===== src/rtl/bidsn_pkg.sv =====
// Shared types and constants for the sealed-bid auction controller.
// Grant arbitration mode is selected with the BIDSN_RR_ARB_EN macro (see bidsn_arb).
package bidsn_pkg;

    typedef enum logic [3:0] {
        NoOperation_op = 4'd0,
        Unlock_op      = 4'd1,
        Lock_op        = 4'd2,
        Load_op        = 4'd3,
        SetMask_op     = 4'd6,
        SetTimer_op    = 4'd7,
        BidCharge_op   = 4'd8,
        RoundActive_op = 4'd9,
        RoundOver_op   = 4'd10
    } operation_t;

    typedef enum logic [1:0] {
        UNLOCKED = 2'd0,
        LOCKED   = 2'd1,
        ACTIVE   = 2'd2
    } state_t;

    typedef enum logic [2:0] {
        NONE   = 3'd0,
        BADOP  = 3'd1,
        BADKEY = 3'd2
    } ctrl_err_t;

    localparam logic [1:0] BID_OK     = 2'b00;
    localparam logic [1:0] BID_MASKED = 2'b01;
    localparam logic [1:0] BID_LOW    = 2'b10;
    localparam logic [1:0] BID_FUNDS  = 2'b11;

    // Reserved opcodes fall through every list and are therefore illegal everywhere.
    function automatic logic op_legal(input state_t s, input logic [3:0] op);
        case (s)
            UNLOCKED: return op inside {NoOperation_op, Load_op, SetMask_op,
                                        SetTimer_op, BidCharge_op, Lock_op};
            LOCKED:   return op inside {NoOperation_op, Unlock_op, RoundActive_op};
            ACTIVE:   return op inside {NoOperation_op, RoundOver_op};
            default:  return 1'b0;
        endcase
    endfunction

endpackage


===== src/rtl/bidsn_arb.sv =====
// Bid grant selection: fixed priority (lowest index first) by default,
// round-robin starting after the last granted index when BIDSN_RR_ARB_EN is defined.
module bidsn_arb
    import bidsn_pkg::*;
#(
    parameter int NUM_BIDDERS = 3
) (
`ifdef BIDSN_RR_ARB_EN
    input  logic                           clk,
    input  logic                           reset_n,
    input  logic                           advance,
`endif
    input  logic [NUM_BIDDERS-1:0]         req,
    output logic                           gnt_valid,
    output logic [$clog2(NUM_BIDDERS)-1:0] gnt_idx
);

    localparam int IDX_W = $clog2(NUM_BIDDERS);

`ifdef BIDSN_RR_ARB_EN
    logic [IDX_W-1:0] last_q;

    // Starting at N-1 makes the first search after reset begin at bidder 0.
    always_ff @(posedge clk) begin
        if (!reset_n) begin
            last_q <= IDX_W'(NUM_BIDDERS - 1);
        end else if (advance && gnt_valid) begin
            last_q <= gnt_idx;
        end
    end

    always_comb begin
        int j;
        gnt_valid = 1'b0;
        gnt_idx   = '0;
        j         = 0;
        // Walk offsets from farthest to nearest so the nearest requester wins.
        for (int k = NUM_BIDDERS; k >= 1; k--) begin
            j = int'(last_q) + k;
            if (j >= NUM_BIDDERS) j = j - NUM_BIDDERS;
            if (req[j]) begin
                gnt_valid = 1'b1;
                gnt_idx   = IDX_W'(j);
            end
        end
    end
`else
    always_comb begin
        gnt_valid = 1'b0;
        gnt_idx   = '0;
        for (int i = NUM_BIDDERS - 1; i >= 0; i--) begin
            if (req[i]) begin
                gnt_valid = 1'b1;
                gnt_idx   = IDX_W'(i);
            end
        end
    end
`endif

endmodule


===== src/rtl/bidsn_ctrl.sv =====
// Auction controller: opcode-driven setup/lock, timed bidding rounds, per-bidder balances.
// Arbitration mode follows BIDSN_RR_ARB_EN (round-robin when defined, fixed priority otherwise).
module bidsn_ctrl
    import bidsn_pkg::*;
#(
    parameter int NUM_BIDDERS = 3,
    parameter int BID_W       = 16,
    parameter int BAL_W       = 32,
    parameter int TIMER_W     = 16
) (
    input  logic                                   clk,
    input  logic                                   reset_n,
    input  logic [3:0]                             C_op,
    input  logic                                   C_start,
    input  logic [$clog2(NUM_BIDDERS)-1:0]         C_idx,
    input  logic [31:0]                            C_data,
    input  logic [NUM_BIDDERS-1:0]                 bid,
    input  logic [NUM_BIDDERS-1:0]                 retract,
    input  logic [NUM_BIDDERS-1:0][BID_W-1:0]      bidAmt,
    output logic [NUM_BIDDERS-1:0]                 ack,
    output logic [NUM_BIDDERS-1:0]                 win,
    output logic [NUM_BIDDERS-1:0][1:0]            bidErr,
    output logic [NUM_BIDDERS-1:0][BAL_W-1:0]      balance,
    output logic                                   ready,
    output logic [2:0]                             err,
    output logic                                   roundOver,
    output logic [BID_W-1:0]                       maxBid,
    output state_t                                 dbg_state
);

    localparam int IDX_W = $clog2(NUM_BIDDERS);

    // Control handshake: an op is taken when C_start && ready; ready then drops for
    // exactly one cycle, during which C_start is ignored, and err reflects the op.
    state_t                            state_q, state_d;
    logic                              ready_q;
    ctrl_err_t                         err_q, err_d;
    logic [31:0]                       key_q;
    logic [NUM_BIDDERS-1:0]            mask_q;
    logic [TIMER_W-1:0]                reload_q, timer_q;
    logic [BID_W-1:0]                  charge_q, max_q;
    logic                              leader_valid_q;
    logic [IDX_W-1:0]                  leader_q;
    logic [NUM_BIDDERS-1:0][BAL_W-1:0] bal_q;
    logic [NUM_BIDDERS-1:0]            ack_q, win_q;
    logic [NUM_BIDDERS-1:0][1:0]       bid_err_q;
    logic                              round_over_q;

    logic                   accept, legal, key_ok, round_end;
    logic                   do_load, do_mask, do_timer, do_charge, do_lock, do_unlock_ok, do_start;
    logic                   gnt_valid, take_ok, bid_win, retract_hit;
    logic [IDX_W-1:0]       gnt_idx;
    logic [NUM_BIDDERS-1:0] gnt_oh;
    logic [BID_W-1:0]       amt;
    logic [BAL_W:0]         amt_ext, chg_ext, bal_ext;
    logic [1:0]             bid_code;

    assign accept    = C_start && ready_q;
    assign legal     = op_legal(state_q, C_op);
    assign key_ok    = (C_data == key_q);
    assign round_end = (state_q == ACTIVE) &&
                       ((timer_q <= TIMER_W'(1)) || (accept && C_op == RoundOver_op));

    // A requester whose ack is on the wire this cycle is still holding bid; skip it.
    bidsn_arb #(.NUM_BIDDERS(NUM_BIDDERS)) u_arb (
`ifdef BIDSN_RR_ARB_EN
        .clk       (clk),
        .reset_n   (reset_n),
        .advance   (take_ok),
`endif
        .req       (bid & ~ack_q),
        .gnt_valid (gnt_valid),
        .gnt_idx   (gnt_idx)
    );

    always_ff @(posedge clk) begin
        if (!reset_n) state_q <= UNLOCKED;
        else          state_q <= state_d;
    end

    always_comb begin
        state_d = state_q;
        if (accept && legal) begin
            case (state_q)
                UNLOCKED: if (C_op == Lock_op) state_d = LOCKED;
                LOCKED: begin
                    if (C_op == Unlock_op && key_ok)   state_d = UNLOCKED;
                    else if (C_op == RoundActive_op)   state_d = ACTIVE;
                end
                default: ;
            endcase
        end
        if (round_end) state_d = LOCKED;
    end

    always_comb begin
        do_load      = accept && legal && (C_op == Load_op);
        do_mask      = accept && legal && (C_op == SetMask_op);
        do_timer     = accept && legal && (C_op == SetTimer_op);
        do_charge    = accept && legal && (C_op == BidCharge_op);
        do_lock      = accept && legal && (C_op == Lock_op);
        do_unlock_ok = accept && legal && (C_op == Unlock_op) && key_ok;
        do_start     = accept && legal && (C_op == RoundActive_op);

        if (!legal)                            err_d = BADOP;
        else if (C_op == Unlock_op && !key_ok) err_d = BADKEY;
        else                                   err_d = NONE;

        // Evaluation is done at BAL_W+1 bits so amount plus charge cannot wrap.
        amt     = bidAmt[gnt_idx];
        amt_ext = {{(BAL_W + 1 - BID_W){1'b0}}, amt};
        chg_ext = {{(BAL_W + 1 - BID_W){1'b0}}, charge_q};
        bal_ext = {1'b0, bal_q[gnt_idx]};
        if (state_q != ACTIVE || !mask_q[gnt_idx]) bid_code = BID_MASKED;
        else if (amt <= max_q)                     bid_code = BID_LOW;
        else if (bal_ext < amt_ext + chg_ext)      bid_code = BID_FUNDS;
        else                                       bid_code = BID_OK;

        // A grant that collides with round end is dropped entirely.
        take_ok     = gnt_valid && !round_end;
        bid_win     = take_ok && (bid_code == BID_OK);
        gnt_oh      = take_ok ? (NUM_BIDDERS'(1) << gnt_idx) : '0;
        retract_hit = (state_q == ACTIVE) && !round_end && leader_valid_q && retract[leader_q];
    end

    always_ff @(posedge clk) begin
        if (!reset_n) begin
            ready_q        <= 1'b1;
            err_q          <= NONE;
            key_q          <= '0;
            mask_q         <= '0;
            reload_q       <= '1;
            timer_q        <= '0;
            charge_q       <= '0;
            max_q          <= '0;
            leader_valid_q <= 1'b0;
            leader_q       <= '0;
            bal_q          <= '0;
            ack_q          <= '0;
            win_q          <= '0;
            bid_err_q      <= '0;
            round_over_q   <= 1'b0;
        end else begin
            ready_q      <= !accept;
            round_over_q <= round_end;
            ack_q        <= gnt_oh;
            if (accept)    err_q    <= err_d;
            if (do_lock)   key_q    <= C_data;
            if (do_mask)   mask_q   <= C_data[NUM_BIDDERS-1:0];
            if (do_charge) charge_q <= C_data[BID_W-1:0];
            if (do_timer)  reload_q <= (C_data[TIMER_W-1:0] == '0) ? '1 : C_data[TIMER_W-1:0];

            if (do_start)                 timer_q <= reload_q;
            else if (state_q == ACTIVE)   timer_q <= timer_q - TIMER_W'(1);

            // Later assignments win: a same-cycle accepted bid overrides a retract.
            if (do_start) begin
                max_q          <= '0;
                leader_valid_q <= 1'b0;
            end else begin
                if (retract_hit) begin
                    max_q          <= '0;
                    leader_valid_q <= 1'b0;
                end
                if (bid_win) begin
                    max_q          <= amt;
                    leader_q       <= gnt_idx;
                    leader_valid_q <= 1'b1;
                end
            end

            if (do_start || do_unlock_ok)        win_q <= '0;
            else if (round_end && leader_valid_q) win_q <= win_q | (NUM_BIDDERS'(1) << leader_q);

            for (int i = 0; i < NUM_BIDDERS; i++) begin
                bid_err_q[i] <= gnt_oh[i] ? bid_code : BID_OK;
                if (do_load && C_idx == IDX_W'(i))
                    bal_q[i] <= C_data[BAL_W-1:0];
                else if (bid_win && gnt_idx == IDX_W'(i))
                    bal_q[i] <= bal_q[i] - BAL_W'(charge_q);
                else if (round_end && leader_valid_q && leader_q == IDX_W'(i))
                    bal_q[i] <= bal_q[i] - BAL_W'(max_q);
            end
        end
    end

    assign ack       = ack_q;
    assign win       = win_q;
    assign bidErr    = bid_err_q;
    assign balance   = bal_q;
    assign ready     = ready_q;
    assign err       = err_q;
    assign roundOver = round_over_q;
    assign maxBid    = max_q;
    assign dbg_state = state_q;

endmodule


===== config.mk =====
export PLATFORM = sky130hd
export DESIGN_NAME = bidsn_ctrl
export DESIGN_NICKNAME = d
export VERILOG_FILES = /design/src/rtl/bidsn_pkg.sv /design/src/rtl/bidsn_arb.sv /design/src/rtl/bidsn_ctrl.sv
export SDC_FILE = /design/constraint.sdc
export NUM_CORES = 1
export LEC_CHECK = 0
export ABC_CLOCK_PERIOD_IN_PS = 11200
export BUFFER_PORTS_ARGS = -buffer_cell sky130_fd_sc_hd__clkbuf_2
export CORE_MARGIN = 1
export CORE_UTILIZATION = 40
export DETAILED_ROUTE_END_ITERATION = 8
export GPL_TIMING_DRIVEN = 0
export PLACE_DENSITY_LB_ADDON = 0.25
export SLEW_MARGIN = 20
export SYNTH_ARGS = -nofsm -noshare
export SYNTH_HDL_FRONTEND = slang
export SYNTH_HIERARCHICAL = 1
export SYNTH_SLANG_ARGS = --single-unit

===== constraint.sdc =====
create_clock -name clk -period 11.2 [get_ports clk]
set_input_delay 3.36 -clock clk [delete_from_list [all_inputs] [get_ports clk]]
set_output_delay 3.36 -clock clk [all_outputs]
set_load 0.02 [all_outputs]

==> impl_metrics.yaml, run 1 <==
detailed_routing:
  dr.pass1.iters: 6
  wl_per_cell_um: 22.83
  vias_per_cell: 6.019
  vias: 15550
  detail-route-antenna-nets: 0
  drc_errors: 0
  first_iter_violations: 1512
  routed_wl_mm: 58.98
global_routing:
  antenna_found_initial: 0
  grt_max_degree: 14
  grt_pass1_wl_mm: 87.15
  grt.total_usage_pct: 29.96
  first_global_vias: 14120
  overflow: 0
synthesis:
  synth.top_cell.area_share_pct: 29.14
  synth_seq_cells: 216
  async_flop_share_pct: 0
  avgSynthCellArea_sq_um: 8.037
  ys_top_cells_by_area: "dfxtp_1, ha_1, mux2i_1, nand2_1, a21oi_1"
  syn_inst: 1846
  ys.flop_type: "dfxtp_1"
  yosysUniqueCellTypes: 86
  syn_nets: 2043
  synth-warning-count: 6
  yosysSeqAreaShare_pct: 29.14
  yosysTopAreaCell: "dfxtp_1"
  synth_enable_flop_cells: 0
  synth_area_sq_um: 14840
timing:
  hold_ws_ns: 0.4285
  finalCritPeriodShare_pct: 96.52
  maxSlewViolCount: 0
  fin_crit_ns: 10.81
  max_freq_ghz: 0.09250
  finClkSkew_ns: 0.02559
  worstMarginPinSlew_ns: 1.145
  setup_violations: 0
  max-slew-margin-rel_pct: 23.65
  fin_setup_tns_ns: 0
  finalHoldViolations: 0
die:
  placementRows: 70
  dieArea_sq_um: 37870
  core_sq_um: 36520
  initial_core_util_pct: 40.62
  pin_count: 226
  die_h_um: 194.6
  die_x_um: 194.6
clocking:
  numClockSinks: 216
  cts-root-buf: "clkbuf_16"
  cts_inserted_buffers: 26
  h-tree-depth: 1
  cts_tree: "built"
  ctsHoldBuffers: 0
  path_clk_slew_ns: 0.06
  clk_latency_ns: 0.55
  clockBufferDepth: 3
power_and_ir_drop:
  p_comb_share_pct: 12.4
  p_sw_uw: 527.6
  seq_power_share_pct: 40.6
  leakagePower_nw: 7.230
  vdd_drop_max_mv: 0.09790
  power_density_nw_per_um2: 108.5
  finalPower_mw: 1.921
  p_int_mw: 1.393
  sw_frac_of_total_pct: 27.47
  clock_power_share_pct: 46.9
final_layout:
  drive_gt1_share_pct: 17.94
  area_delta_synth_final_pct: 19.34
  fin_nets: 2292
placed_design:
  place_hpwl_mm: 45.65
  place.port_buffers: 207
  place_congestion: 0.9723
critical_path:
  crit_slowest_cell: "a2111oi_4"
  slowest_delay_ns: 0.42
  path_class: "primary input to flip-flop"
  r2r_cells: 34
  arrival_ns: 11.25
  crit_fanout: 10
  start_kind: "primary input"
  end_kind: "flip-flop"
  worst_ep_required_time_ns: 11.64
worst_hold_path:
  hold_depth: 1
  hold_path_class: "flip-flop to flip-flop"
outcome:
  outcome: "complete, no violations"
flow_run:
  drv_cap: 0
-- cell usage in the layout, fill, tap and decap left out, drive strengths merged, types with 40 or more instances in the layout --
master / Yosys / routed
a21oi: 147 / 147
buf: 34 / 51
clkbuf: 78 / 314
dfxtp: 216 / 216
ha: 98 / 98
inv: 45 / 45
mux2i: 102 / 102
nand2: 210 / 210
nor2: 178 / 178
nor3: 42 / 42
o21ai: 87 / 87
o22ai: 40 / 40
xnor2: 72 / 72
-- per-layer routing --
metal / global-route usage (%) / part of all wire, %
met5: 0 / 0
met4: 10.88 / 3.8
met3: 5.154 / 8.1
met2: 47.91 / 45
met1: 40.29 / 43
-- power by group through the flow --
stage | Clock (mW) | Sequential, mW | Combinational [mW]
after floorplan | 0 | 0.799 | 0.136
after global placement | 0 | 0.797 | 0.221
after detailed placement | 0 | 0.797 | 0.225
after CTS | 0.904 | 0.780 | 0.230
after global routing | 0.940 | 0.780 | 0.257
final | 0.901 | 0.780 | 0.239
-- cell usage after synthesis (all sizes together) (21+ instances only) --
cell and number:
nor3 42, a31oi 29, inv 45, nor4 27
o22ai 40, nand2 210, a21oi 147, xnor2 72
a22oi 21, dfxtp 216, ha 98, clkbuf 78
a211oi 32, xor2 32, o21ai 87, or3 32
nor2 178, nand3 31, mux2i 102, buf 34
a221oi 21
-- logic make-up after synthesis --
family	Yosys count	synth area share (%)
adder cells (fa/ha/maj)	102	8.804
buffers and inverters	157	4.529
AND/OR/NAND/NOR	663	22.20
XOR/XNOR	104	6.139
AO/OA/AOI/OAI	496	21.89
flip-flops	216	29.14
other	1	0.02528
multiplexers	107	7.261
-- area by class of cell --
cell class | count | area (sq um)
fillers | 3623 | 18820
multi-input cells | 1473 | 10050
flip-flops and latches | 216 | 4324
repair buffers | 221 | 1141
clock buffers | 32 | 704.4
well taps | 468 | 585.6
plain buffers | 112 | 544.3
clock inverters | 14 | 178.9
inverters | 45 | 168.9
diodes | 2 | 5.005
-- metrics by stage --
stage          instances  setup WS (ns)  area, sq um  util (%)
3_3_place_gp        2521         -2.149        16460     45.06
2_1_floorplan       1846         0.2315        14840         -
5_1_grt             2581       -0.01007        17700     48.47
4_1_cts             2574        0.05625        17490     47.89
6_report            2583         0.3895        17710     48.48
3_5_place_dp        2521         -2.137        16460     45.08
-- critical path: cells and delay by family --
kind / cells / cell delay [ns]
compound gates: 18 / 4.21
xor+xnor: 2 / 0.34
fa+ha+maj: 3 / 0.89
buf+inv: 4 / 0.76
mux: 2 / 0.53
simple gates: 6 / 1.12
-- worst paths after layout --
kind                from          end  slack, ns
setup / recovery  bid[1]  balance[95]       0.39
hold / removal     ready        ready       0.43
setup reg to reg  ack[1]  balance[95]       2.99
hold reg to reg    ready        ready       0.43
-- sequential cells by signal, indices dropped and copies added (netlist names) --
signal / flops
bidErr: 6
win: 3
charge_q: 16
key_q: 32
err: 2
timer_q: 16
dbg_state: 2
roundOver: 1
balance: 96
maxBid: 16
ack: 3
leader_valid_q: 1
mask_q: 3
leader_q: 2
ready: 1
reload_q: 16
-- timing repair --
item	4_1_cts	5_1_grt
resized for setup	27	47
pin swaps	5	6
setup buffers	7	7
setup endpoints to repair	78	57
No activity file was read; power rests on OpenSTA's default activity.
==> inputs of run 2 (changes only) <==
--- a/config.mk
+++ b/config.mk
@@ -7,11 +7,11 @@
 export LEC_CHECK = 0
 export ABC_CLOCK_PERIOD_IN_PS = 11200
 export BUFFER_PORTS_ARGS = -buffer_cell sky130_fd_sc_hd__clkbuf_2
+export CAP_MARGIN = 20
 export CORE_MARGIN = 1
-export CORE_UTILIZATION = 40
+export CORE_UTILIZATION = 38
 export DETAILED_ROUTE_END_ITERATION = 8
 export GPL_TIMING_DRIVEN = 0
-export PLACE_DENSITY_LB_ADDON = 0.25
 export SLEW_MARGIN = 20
 export SYNTH_ARGS = -nofsm -noshare
 export SYNTH_HDL_FRONTEND = slang
==> impl_metrics.yaml, run 2 (synthesis gave the netlist of run 1 again) <==
power_and_ir_drop:
  clock_power_share_pct: 46.4
  p_comb_share_pct: 12.6
  seq_power_share_pct: 41.0
  vdd_drop_max_mv: 0.1133
  p_sw_uw: 524.4
  power_density_nw_per_um2: 107.2
  finalPower_mw: 1.902
  leakagePower_nw: 7.249
  sw_frac_of_total_pct: 27.58
  p_int_mw: 1.377
final_layout:
  multiInputGateArea_sq_um: 10020
  drive_gt1_share_pct: 17.71
  post-route-util_pct: 46.02
  final_common_cell: "dfxtp_1"
  largest_reg_flops: 96
  design_area_sq_um: 17740
  fin_nets: 2297
  final_cell_mix: "dfxtp_1, clkbuf_2, nand2_1"
  area_delta_synth_final_pct: 19.59
  final.fill_count: 3968
  regArea_sq_um: 4324
  num_antenna_cells: 0
global_routing:
  top_usage_layer: "met2"
  overflow: 0
  first_global_vias: 13980
  grtUsageMet3_pct: 3.713
  met1_usage_pct: 39.71
  grt_max_degree: 15
  grt_util_met2_pct: 46.27
  grt_pass1_wl_mm: 86.57
  antenna_found_initial: 1
  grt.total_usage_pct: 28.95
timing:
  worstMarginPinSlew_ns: 1.104
  rsz0062_at_grt: "false"
  fin_crit_ns: 10.84
  maxSlewViolCount: 0
  finalHoldViolations: 0
  max_freq_ghz: 0.09229
  max-slew-margin-rel_pct: 26.38
  finalCritPeriodShare_pct: 96.75
  setup_violations: 0
  finClkSkew_ns: 0.01360
  hold_ws_ns: 0.4450
clocking:
  ctsHoldBuffers: 0
  numClockSinks: 216
  h-tree-depth: 1
  clockBufferDepth: 3
  cts_inserted_buffers: 27
  cts_tree: "built"
  clk_latency_ns: 0.56
  path_clk_slew_ns: 0.06
  cts-root-buf: "clkbuf_16"
die:
  pin_count: 226
  dieArea_sq_um: 39840
  die_h_um: 199.6
  placementRows: 72
  die_x_um: 199.6
  initial_core_util_pct: 38.48
  core_sq_um: 38560
placed_design:
  place.port_buffers: 207
  place_hpwl_mm: 46.40
  placed_cell_area_sq_um: 16530
  place_congestion: 0.9535
detailed_routing:
  routed_wl_mm: 59.77
  wl_per_cell_um: 22.67
  detail-route-antenna-nets: 0
  first_iter_violations: 1455
  drc_errors: 0
  dr.pass1.iters: 6
  vias_per_cell: 5.876
  vias: 15490
critical_path:
  crit_fanout: 10
  worst_ep_required_time_ns: 11.64
  crit_slowest_cell: "a2111oi_2"
  worstSetupStartpoint: "bid[0]"
  slowest_delay_ns: 0.43
  start_kind: "primary input"
  path_class: "primary input to flip-flop"
  rr_startpoint: "ack[1]"
  end_kind: "flip-flop"
  arrival_ns: 11.27
worst_hold_path:
  hold_path_class: "flip-flop to flip-flop"
  min-delay-start: "ready"
outcome:
  outcome: "complete, no violations"
flow_run:
  drv_cap: 0
[run 2: cell count changes in the layout (fill, tap and decap cells not counted), sizes merged]
| cell | change |
|---|---|
| clkbuf | +7 |
| clkinvlp | -2 |
| bufinv | -2 |
| clkinv | -2 |
| diode | -2 |
| buf | +2 |
| inv | +1 |
| o211ai | +1 |
[run 2: timing repair]
| action | CTS | global route |
|---|---|---|
| setup buffers | 5 | 12 |
| endpoints found under the setup margin | 78 | 56 |
| gates resized for setup | 27 | 36 |
| pin swaps | 4 | 8 |
| cloned | 0 | 1 |
[run 2: area by class of cell]
class | count | share of cell area, %
Sequential cell | 216 | 24.37
Clock inverter | 9 | 0.6205
Timing Repair Buffer | 224 | 6.558
Multi-Input combinational cell | 1474 | 56.49
Inverter | 45 | 0.9520
Tap cell | 518 | 3.653
Buffer | 112 | 3.032
Clock buffer | 38 | 4.323
[run 2: final timing paths]
| kind | slack, ns | depth (start not counted) | end |
|---|---|---|---|
| max | 0.36 | 36 | balance[95] |
| min | 0.45 | 1 | ready |
| max reg2reg | 2.94 | 34 | balance[95] |
| min reg2reg | 0.45 | 1 | ready |
[run 2: power groups by stage]
stage | clock network [mW] | registers [mW] | logic [mW]
2_1_floorplan | 0 | 0.799 | 0.136
4_1_cts | 0.892 | 0.780 | 0.230
3_5_place_dp | 0 | 0.797 | 0.226
5_1_grt | 0.923 | 0.781 | 0.258
6_report | 0.883 | 0.780 | 0.239
3_3_place_gp | 0 | 0.797 | 0.222
[run 2: worst max-delay path, delay by kind of cell]
family	cells	cell delay, ns
AO/OA/AOI/OAI	18	4.17
AND/OR/NAND/NOR	8	1.31
adder cells (fa/ha/maj)	3	0.88
buffers and inverters	4	0.84
XOR/XNOR	2	0.39
multiplexers	1	0.32
[run 2: through the flow]
stage	setup slack, ns	TNS (ns)	cells
after detailed placement	-2.187	-119.31	2571
after CTS	0.008148	0	2623
after global placement	-2.202	-117.00	2571
final	0.3641	0	2636
after global routing	0.008225	0	2636
after floorplan	0.2315	0	1846
[run 2: metal layers]
metal  vias to the layer above  wire (um)
met2                       710      26790
met5                         -          0
met4                         0       2311
met3                       132       4654
li1                       7286          -
met1                      7362      26010
